`config.mk`:
```
export PLATFORM = sky130hd
export DESIGN_NAME = vram_wr_arbiter
export DESIGN_NICKNAME = d
export VERILOG_FILES = /design/src/rtl/vram_pkg.sv /design/src/rtl/vram_wr_fifo.sv /design/src/rtl/vram_wr_arbiter.sv
export SDC_FILE = /design/constraint.sdc
export NUM_CORES = 1
export LEC_CHECK = 0
export BUFFER_PORTS_ARGS = -buffer_cell sky130_fd_sc_hd__buf_2
export CAP_MARGIN = 20
export CORE_AREA = 2 2 168 170
export CTS_CLUSTER_DIAMETER = 150
export DETAILED_ROUTE_END_ITERATION = 12
export DIE_AREA = 0 0 170 172
export HOLD_SLACK_MARGIN = 0.05
export PLACE_DENSITY = 0.58
export REMOVE_ABC_BUFFERS = 1
export SETUP_SLACK_MARGIN = 0.1
export SYNTH_ARGS = -nofsm -noshare
export SYNTH_HDL_FRONTEND = slang
export SYNTH_HIERARCHICAL = 1
export SYNTH_SLANG_ARGS = --single-unit
export TNS_END_PERCENT = 50
```
`constraint.sdc`:
```
create_clock -name clk -period 1.89 [get_ports clk]
set_input_delay 0.0945 -clock clk [delete_from_list [all_inputs] [get_ports clk]]
set_output_delay 0.0945 -clock clk [all_outputs]
set_load 0.03 [all_outputs]
```
`src/rtl/vram_pkg.sv`:
```
// Shared VRAM write types: word address/data widths, write record and arbiter source id.
package vram_pkg;
    localparam int VRAM_ADDR_W = 12;
    localparam int VRAM_DATA_W = 128;

    typedef struct packed {
        logic [VRAM_ADDR_W-1:0] addr;
        logic [VRAM_DATA_W-1:0] data;
    } vram_wr_t;

    typedef enum logic {
        SRC_CPU = 1'b0,
        SRC_DMA = 1'b1
    } arb_src_t;
endpackage

```
`src/rtl/vram_wr_fifo.sv`:
```
// First-word-fall-through FIFO for buffered CPU writes; the head is visible combinationally
// so it can compete for the VRAM port in the same cycle.
module vram_wr_fifo import vram_pkg::*; #(
    parameter int DEPTH = 4
) (
    input  logic     clk,
    input  logic     rst_n,
    input  logic     wr_en,
    input  vram_wr_t wr_item,
    output logic     full,
    input  logic     rd_en,
    output vram_wr_t rd_item,
    output logic     empty
);
    localparam int AW = $clog2(DEPTH);

    vram_wr_t       mem [DEPTH];
    logic [AW:0]    wr_ptr_reg;
    logic [AW:0]    rd_ptr_reg;
    logic           push;
    logic           pop;

    // Extra pointer bit distinguishes full from empty when the indices match.
    assign empty = (wr_ptr_reg == rd_ptr_reg);
    assign full  = (wr_ptr_reg[AW] != rd_ptr_reg[AW]) &&
                   (wr_ptr_reg[AW-1:0] == rd_ptr_reg[AW-1:0]);
    assign push  = wr_en && !full;
    assign pop   = rd_en && !empty;
    assign rd_item = mem[rd_ptr_reg[AW-1:0]];

    always_ff @(posedge clk) begin
        if (push)
            mem[wr_ptr_reg[AW-1:0]] <= wr_item;
    end

    always_ff @(posedge clk or negedge rst_n) begin
        if (!rst_n) begin
            wr_ptr_reg <= '0;
            rd_ptr_reg <= '0;
        end else begin
            if (push)
                wr_ptr_reg <= wr_ptr_reg + 1'b1;
            if (pop)
                rd_ptr_reg <= rd_ptr_reg + 1'b1;
        end
    end
endmodule

```
`src/rtl/vram_wr_arbiter.sv`:
```
// Round-robin CPU/DMA arbiter for the VRAM write port, with writes held off while the PPU syncs.
// Define VRAM_WR_ARB_FIFO_EN to buffer CPU writes in a FIFO_DEPTH-entry FIFO.
module vram_wr_arbiter import vram_pkg::*; #(
    parameter int FIFO_DEPTH = 4
) (
    input  logic                   clk,
    input  logic                   rst_n,
    input  logic [VRAM_ADDR_W-1:0] cpu_wraddr,
    input  logic [VRAM_DATA_W-1:0] cpu_wrdata,
    input  logic                   cpu_wren,
    output logic                   cpu_waitrequest,
    input  logic [VRAM_ADDR_W-1:0] dma_wraddr,
    input  logic [VRAM_DATA_W-1:0] dma_wrdata,
    input  logic                   dma_wren,
    output logic                   dma_waitrequest,
    input  logic                   sync_active,
    output logic [VRAM_ADDR_W-1:0] vram_wraddr,
    output logic [VRAM_DATA_W-1:0] vram_wrdata,
    output logic                   vram_wren,
    output logic                   idle
);
    if (FIFO_DEPTH < 2 || (FIFO_DEPTH & (FIFO_DEPTH - 1)) != 0) begin : g_bad_depth
        $error("FIFO_DEPTH must be a power of two and at least 2");
    end

    vram_wr_t pend_reg;
    logic     pend_valid_reg;
    arb_src_t last_grant_reg;

    vram_wr_t cpu_item;
    vram_wr_t dma_item;
    logic     cpu_cand;
    logic     cpu_q_empty;
    logic     held;
    logic     grant_ok;
    logic     grant_cpu;
    logic     grant_dma;

`ifdef VRAM_WR_ARB_FIFO_EN
    logic fifo_full;

    vram_wr_fifo #(.DEPTH(FIFO_DEPTH)) u_fifo (
        .clk     (clk),
        .rst_n   (rst_n),
        .wr_en   (cpu_wren),
        .wr_item ({cpu_wraddr, cpu_wrdata}),
        .full    (fifo_full),
        .rd_en   (grant_cpu),
        .rd_item (cpu_item),
        .empty   (cpu_q_empty)
    );

    assign cpu_cand        = !cpu_q_empty;
    assign cpu_waitrequest = fifo_full;
`else
    assign cpu_q_empty     = 1'b1;
    assign cpu_item        = {cpu_wraddr, cpu_wrdata};
    assign cpu_cand        = cpu_wren;
    assign cpu_waitrequest = cpu_wren && !grant_cpu;
`endif

    assign dma_item = {dma_wraddr, dma_wrdata};
    assign held     = pend_valid_reg && sync_active;
    assign grant_ok = !sync_active && !held;

    always_comb begin
        grant_cpu = 1'b0;
        grant_dma = 1'b0;
        if (grant_ok) begin
            if (cpu_cand && dma_cand_w()) begin
                grant_cpu = (last_grant_reg == SRC_DMA);
                grant_dma = (last_grant_reg == SRC_CPU);
            end else begin
                grant_cpu = cpu_cand;
                grant_dma = dma_wren;
            end
        end
    end

    function automatic logic dma_cand_w();
        return dma_wren;
    endfunction

    assign dma_waitrequest = dma_wren && !grant_dma;

    // A pending write issues as soon as sync drops, so a new grant can refill it back-to-back.
    always_ff @(posedge clk or negedge rst_n) begin
        if (!rst_n) begin
            pend_reg       <= '0;
            pend_valid_reg <= 1'b0;
            last_grant_reg <= SRC_DMA;
        end else begin
            if (grant_cpu || grant_dma) begin
                pend_reg       <= grant_cpu ? cpu_item : dma_item;
                pend_valid_reg <= 1'b1;
                last_grant_reg <= grant_cpu ? SRC_CPU : SRC_DMA;
            end else if (!sync_active) begin
                pend_valid_reg <= 1'b0;
            end
        end
    end

    // The strobe is masked by sync in the same cycle so a write landing on a sync edge is held.
    assign vram_wren   = pend_valid_reg && !sync_active;
    assign vram_wraddr = pend_reg.addr;
    assign vram_wrdata = pend_reg.data;
    assign idle        = cpu_q_empty && !pend_valid_reg;
endmodule

```
Word level (Yosys, flattened, before mapping)

Cells that the tools add are included.

Bits of input ports: 285
Output and inout port bits: 144
Register bits after elaboration: 142
Word-level logic and storage cells: 26

Equality and inequality tests: 1
Multiplexer cells: 8
Bitwise gates (word level): 1
Reductions and logical operators: 12

Operators by type and width:

| cell                                           | count |
|---|---|
| 2-to-1 mux 140 bit                             | 1 |
| 2-to-1 mux 1 bit                               | 7 |
| logical AND 1 bit                              | 6 |
| zero test 1 bit                                | 5 |
| != test 2 x 1 -> 1 bit (second input constant) | 1 |
| logical OR 1 bit                               | 1 |
| NOT 1 bit                                      | 1 |

Depth between registers and ports, before layout

Gate-level depths: netlist of the first run.

Depth after elaboration: 6
Depth in mapped cells: 6
Depth with buffers taken out: 3

Worst setup path before layout of the first run

Ideal clock, no wire load.

Path type: flip-flop to flip-flop
Start point: register last_grant_reg
End point: register pend_reg, in the netlist vram_wrdata[17]
Data required time: 1749 ps
Setup time: 141 ps
Arrival: 1278 ps
Buffers on the path: 2
Cell stages (with the launch flop): 6
Setup slack: 471 ps
Period minus slack after synthesis: 1419 ps
Cell sequence: dfstp_2 > and2b_1 > buf_4 > clkbuf_1 > o21ai_0 > a31oi_1

Word-level cells in the longest chain between the ends: 4
Elaborated cells between the ends (all ways): 7
Classes of those cells: 5 x mux; 1 x bitwise; 1 x reduce/logical

RTL lines:

| element                  | RTL line              | RTL |
|---|---|---|
| start: declaration       | vram_wr_arbiter.sv:28 | `arb_src_t last_grant_reg;` |
| start signal: assignment | vram_wr_arbiter.sv:96 | `last_grant_reg <= grant_cpu ? SRC_CPU : SRC_DMA;` |
| NOT 1 bit                | vram_wr_arbiter.sv:72 | `grant_dma = (last_grant_reg == SRC_CPU);` |
| 2-to-1 mux 1 bit         | vram_wr_arbiter.sv:70 | `if (cpu_cand && dma_cand_w()) begin` |
| 2-to-1 mux 1 bit         | vram_wr_arbiter.sv:69 | `if (grant_ok) begin` |
| logical OR 1 bit         | vram_wr_arbiter.sv:93 | `if (grant_cpu \|\| grant_dma) begin` |
| end signal: assignment   | vram_wr_arbiter.sv:94 | `pend_reg <= grant_cpu ? cpu_item : dma_item;` |
| end: declaration         | vram_wr_arbiter.sv:26 | `vram_wr_t pend_reg;` |

Several ways; a longest one is shown, not always the timed one.
A chain may end at the register's enable or synchronous reset.

Final worst setup path of the first run

Start point: register last_grant_reg
End point: register pend_reg, in the netlist vram_wrdata[0]

The elaborated chain is that of the path after synthesis.

==> reports/metrics.yaml, run 1 <==
synth:
  synth_edf_count: 0
  ys_ff_latch: 142
  synth_warnings: 6
  yosys_most_used_dff: "dfrtp_1"
  synth.area.top_cells: "dfrtp_1, a31oi_1, o21ai_0"
  synth_commonest_cells: "dfrtp_1, nor2_1, o21ai_0"
  synth.avg_cell_area_sq_um: 8.503
  synth_top_area_share_pct: 51.36
  ys_seq_area_share_pct: 51.74
  synthArstFlopShare_pct: 100.0
  synth_largest_area_cell: "dfrtp_1"
  syn_area_sq_mm: 0.006870
  synth_cell_types: 20
  syn-instance-count: 808
die:
  start_util_pct: 25.00
  dieArea_sq_mm: 0.02924
  die_y_um: 172
  fp.dieW_um: 170
  ios: 429
  num_rows: 61
  core-area_sq_mm: 0.02748
timing:
  hold_viol: 0
  slew_violations: 0
  setup-violations-final: 0
  fin_crit_ns: 1.698
  finClkSkew_ns: 0.01379
  finalSetupTns_ns: 0
  setup_ws_ns: 0.1920
  min_period_over_period_pct: 89.84
  slew_headroom_pct: 63.96
  rsz0062_at_grt: "no"
  worst_slew_pin_slew_ns: 0.5406
  fmax_mhz: 588.9
cells_and_area:
  largest_register_ff_count: 128
  drive_gt1_share_pct: 33.62
  finalNetCount: 1768
  antenna_cells: 0
  instances_no_fill: 1839
  areaGrowthSynthToFinish_pct: 89.26
grt:
  grtUsageTotal_pct: 20.73
  grt.busiest_layer: "met2"
  grt_pass1_vias: 9504
  globalRouteMet3Util_pct: 5.058
  antenna_found_initial: 0
  grt_use_met2_pct: 35.69
  met1_usage_pct: 23.40
  grt_pass1_wl_mm: 47.85
  overflow: 0
  grt_max_degree: 106
route:
  drtPass1Iterations: 5
  antenna_left: 0
  drc: 0
  post_drt_wl_per_cell_um: 17.22
  via_per_inst: 5.049
  via_count: 9285
  wl_mm: 31.67
  drtIter0Drc: 657
place:
  dp_hpwl_mm: 18.29
  post-place-cells: 1519
  post-place-ws_ns: 0.2860
  place.gp.congestion: 0.8231
  port_buffers: 428
min_path:
  hold_class: "in2async"
power:
  cellPowerDensity_mw_per_mm2: 826.3
  p_leak_nw: 5.755
  ir_drop_v: 0.0004097
setup_path:
  critPathKind: "reg2reg"
  crit_path_end_kind: "flop"
  required_ns: 2.21
  critPathArrivalTime_ns: 2.02
  worstPathMaxFanout: 77
  worstSetupStartpointType: "flop"
run_status:
  outcome: "finished clean"
clock_tree:
  clkTransAtPathRegs_ns: 0.07
  cts_made_buffers: 17
  h-tree-depth: 4
  cts_tree: "built"
  root_buffer: "clkbuf_16"
  cts.sinks: 142
  clock_path_buffers: 2
  clk-insertion-delay-late_ns: 0.41
flow_run:
  drv_cap: 0
[timing repair]
action                                  in CTS  in global routing
gates cloned                                 3                  0
hold endpoints to repair                   283                  0
endpoints found under the setup margin       1                 27
hold buffers                               282                  0
buffers inserted                             3                  3
resized for setup                            1                  8
[cells in the final DEF, fill, tap and decap left out, drive strengths merged]
master and n:
dfrtp 141, inv 2, nand3 140, clkinv 6
buf 464, nor2 141, o21ai 141, dfstp 1
and2b 2, a31oi 140, nand2b 2, bufbuf 2
dlygate4sd3 282, clkinvlp 1, nand2 1, o21ba 1
clkbuf 18, o21a 1, a21oi 1, a21o 1
nor2b 2, bufinv 3
[report_power, final]
| part | internal, mW | switching, mW | total [mW] | leakage (nW) |
|---|---|---|---|---|
| Sequential | 3.47 | 0.239 | 3.71 | 1.58 |
| Combinational | 1.41 | 2.18 | 3.59 | 3.88 |
| Clock | 2.09 | 1.35 | 3.45 | 0.288 |
[layer usage]
metal / up-vias / share of wire [%]
met5: - / 0
met4: 0 / 5.1
met3: 122 / 7.7
met2: 568 / 48
met1: 4319 / 39
li1: 4276 / -
[cell families after synthesis]
| logic type | Yosys count | share of synthesized area [%] |
|---|---|---|
| and+or+nand+nor | 287 | 18.47 |
| AOI/OAI and AO/OA | 285 | 23.46 |
| DFF | 142 | 51.74 |
| buffers and inverters | 94 | 6.338 |
[final timing paths]
check | slack [ns] | endpoint | cells after the start | from
setup / recovery | 0.19 | vram_wrdata[0] | 5 | last_grant_reg
hold / removal | 0.18 | vram_wrdata[50] | 2 | rst_n
setup reg to reg | 0.19 | vram_wrdata[0] | 5 | last_grant_reg
hold reg to reg | 0.49 | pend_valid_reg | 1 | pend_valid_reg
max in group asynchronous | 1.09 | last_grant_reg | 3 | rst_n
min in group clk | 0.23 | pend_valid_reg | 3 | cpu_wren
[worst max-delay path, cell delays in order, from the launching register on]
cell,delay [ns]
dfstp_2,0.52
buf_4,0.14
nand2b_4,0.16
buf_12,0.28
nand3_1,0.21
a31oi_1,0.20
[per-stage QoR]
stage / util, % / power [mW] / cell area (sq um) / hold slack, ns
detailed placement: 34.44 / 6.728 / 9462 / 0.05919
CTS: 47.19 / 10.79 / 12960 / 0.1689
finish: 47.32 / 10.74 / 13000 / 0.1779
floorplan: - / 5.464 / 6439 / -0.2011
global placement: 34.44 / 6.708 / 9462 / 0.06023
global route: 47.32 / 11.26 / 13000 / 0.1964
[cell type report]
cell class                      count  area [sq um]
Fill cell                        2500         14470
Timing Repair Buffer              748          5508
Multi-Input combinational cell    573          2920
Sequential cell                   142          3555
Inverter                            1         3.754
Tap cell                          346         432.9
Clock buffer                       18         439.2
Clock inverter                     11         143.9
Note: power is estimated with default switching activity, not from simulation.
==> run 2, diff against run 1 <==
--- a/config.mk
+++ b/config.mk
@@ -12,7 +12,7 @@
 export DETAILED_ROUTE_END_ITERATION = 12
 export DIE_AREA = 0 0 170 172
 export HOLD_SLACK_MARGIN = 0.05
-export PLACE_DENSITY = 0.58
+export PLACE_DENSITY = 0.6
 export REMOVE_ABC_BUFFERS = 1
 export SETUP_SLACK_MARGIN = 0.1
 export SYNTH_ARGS = -nofsm -noshare
==> run 2 against run 1 <==
  * Critical path depth stayed put
  * Total power is 3.3% higher
  * Non-clock buffer count is 7 lower
  * Clock power is 9.9% higher
  * Sequential share of layout area hardly changed
  * First-iteration DRC count is 8.4% lower
  * Hold slack worse by 0.072 ns
==> reports/metrics.yaml, run 2 (synthesis gave the netlist of run 1 again) <==
setup_path:
  crit_slowest_cell: "dfstp_2"
  critPathKind: "reg2reg"
  rr_worst_depth: 5
  reg2reg_to: "vram_wrdata[39]"
  worstPathCellList: "and2b_4, buf_4, bufbuf_16, o21ai_0, a31oi_1"
  crit_path_end_kind: "flop"
  critPathArrivalTime_ns: 2.01
  worstSetupStartpointType: "flop"
  reg2reg_from: "last_grant_reg"
  worstPathMaxFanout: 41
  worst_path_largest_cell_delay_ns: 0.52
  r2r_setup_slack_ns: 0.16
  required_ns: 2.17
timing:
  slew_headroom_pct: 51.34
  fin_crit_ns: 1.732
  fmax_mhz: 577.3
  rsz0062_at_grt: "no"
  slew_violations: 0
  hold_viol: 0
  min_period_over_period_pct: 91.65
  finClkSkew_ns: 0.004834
  finalSetupTns_ns: 0
  setup_ws_ns: 0.1578
  setup-violations-final: 0
  worst_slew_pin_slew_ns: 0.7300
  holdWs_ns: 0.1054
grt:
  antenna_found_initial: 0
  overflow: 0
  met1_usage_pct: 24.70
  grt_use_met2_pct: 34.96
  grt.busiest_layer: "met2"
  grt_pass1_wl_mm: 47.24
  grtUsageTotal_pct: 20.50
  grt_max_degree: 75
  globalRouteMet3Util_pct: 4.440
  grt_pass1_vias: 9001
clock_tree:
  cts_made_buffers: 17
  clk-insertion-delay-late_ns: 0.40
  cts.sinks: 142
  clock_path_buffers: 2
  clkTransAtPathRegs_ns: 0.07
  h-tree-depth: 4
  root_buffer: "clkbuf_16"
  cts_tree: "built"
place:
  dp_hpwl_mm: 17.59
  post-place-cells: 1511
  port_buffers: 428
  post-place-ws_ns: 0.1279
  place.gp.congestion: 0.8188
die:
  fp.dieW_um: 170
  start_util_pct: 25.00
  num_rows: 61
  dieArea_sq_mm: 0.02924
  die_y_um: 172
  core-area_sq_mm: 0.02748
  ios: 429
power:
  cellPowerDensity_mw_per_mm2: 853.0
  power.total_mw: 11.10
  ir_drop_v: 0.0004915
  p_leak_nw: 5.754
route:
  antenna_left: 0
  drtIter0Drc: 602
  drtPass1Iterations: 5
  post_drt_wl_per_cell_um: 17.31
  via_per_inst: 5.009
  via_count: 9191
  wl_mm: 31.76
  drc: 0
min_path:
  min_to: "last_grant_reg"
  min_from: "dma_wren"
  hold_class: "in2reg"
  hold_depth: 3
cells_and_area:
  finalNetCount: 1762
  largest_register_ff_count: 128
  final_cell_mix: "buf_2, dlygate4sd3_1, nor2_1, dfrtp_1"
  areaGrowthSynthToFinish_pct: 89.45
  drive_gt1_share_pct: 33.24
  instances_no_fill: 1835
  antenna_cells: 0
  final_common_cell: "buf_2"
run_status:
  outcome: "finished clean"
flow_run:
  drv_cap: 0
==> run 2: changes by cell type in the layout (fill, tap and decap cells not counted), sizes merged <==
cell / delta
buf: -8
clkinv: -4
inv: +3
bufinv: +2
and2b: +1
bufbuf: +1
clkbuf: +1
==> run 2: what timing repair did <==
| item | in CTS | in global routing |
|---|---|---|
| buffers inserted | 2 | 4 |
| endpoints found under the hold margin | 182 | 0 |
| hold buffers | 282 | 0 |
| pin swaps | 0 | 0 |
| cloned | 5 | 0 |
| setup endpoints to repair | 1 | 8 |
| gates resized for setup | 1 | 5 |
==> run 2: cell type report <==
class                   count  area [sq um]
repair buffers            741          5451
inverters                   1         3.754
clock inverters            12         206.4
fillers                  2529         14460
multi-input cells         574          2924
flip-flops and latches    142          3555
clock buffers              19         442.9
well taps                 346         432.9
==> run 2: report_power, final <==
part | switching [mW] | leakage (nW) | internal, mW | total (mW)
clock network | 1.40 | 0.315 | 2.39 | 3.79
logic | 2.19 | 3.86 | 1.41 | 3.60
registers | 0.235 | 1.58 | 3.47 | 3.71
==> run 2: per-layer routing <==
layer  vias up  part of all wire [%]
met5         -                     0
met4         0                   4.1
met3        89                   7.4
met2       527                    48
met1      4314                    40
li1       4261                     -
==> run 2: worst max-delay path: cells and delay by family, from the launching register on <==
family	cells	cell delay, ns
buffers and inverters	2	0.53
AND/OR/NAND/NOR	1	0.21
flip-flops	1	0.52
AO/OA/AOI/OAI	2	0.34
==> run 2: worst max path at each step <==
| stage | from | endpoint | slack (ns) |
|---|---|---|---|
| 4_1_cts | last_grant_reg | cpu_waitrequest | 0.10 |
| 2_1_floorplan | sync_active | vram_wraddr[0] | -3.35 |
| 3_3_place_gp | last_grant_reg | cpu_waitrequest | 0.14 |
| 6_report | last_grant_reg | vram_wrdata[39] | 0.16 |
| 3_5_place_dp | last_grant_reg | vram_wrdata[103] | 0.13 |
| 5_1_grt | last_grant_reg | vram_wraddr[7] | 0.11 |
==> run 2: per-stage QoR <==
stage	cell area [sq um]	util, %
2_1_floorplan	6439	-
3_3_place_gp	9376	34.13
3_5_place_dp	9376	34.13
4_1_cts	12980	47.25
5_1_grt	13020	47.37
6_report	13020	47.37
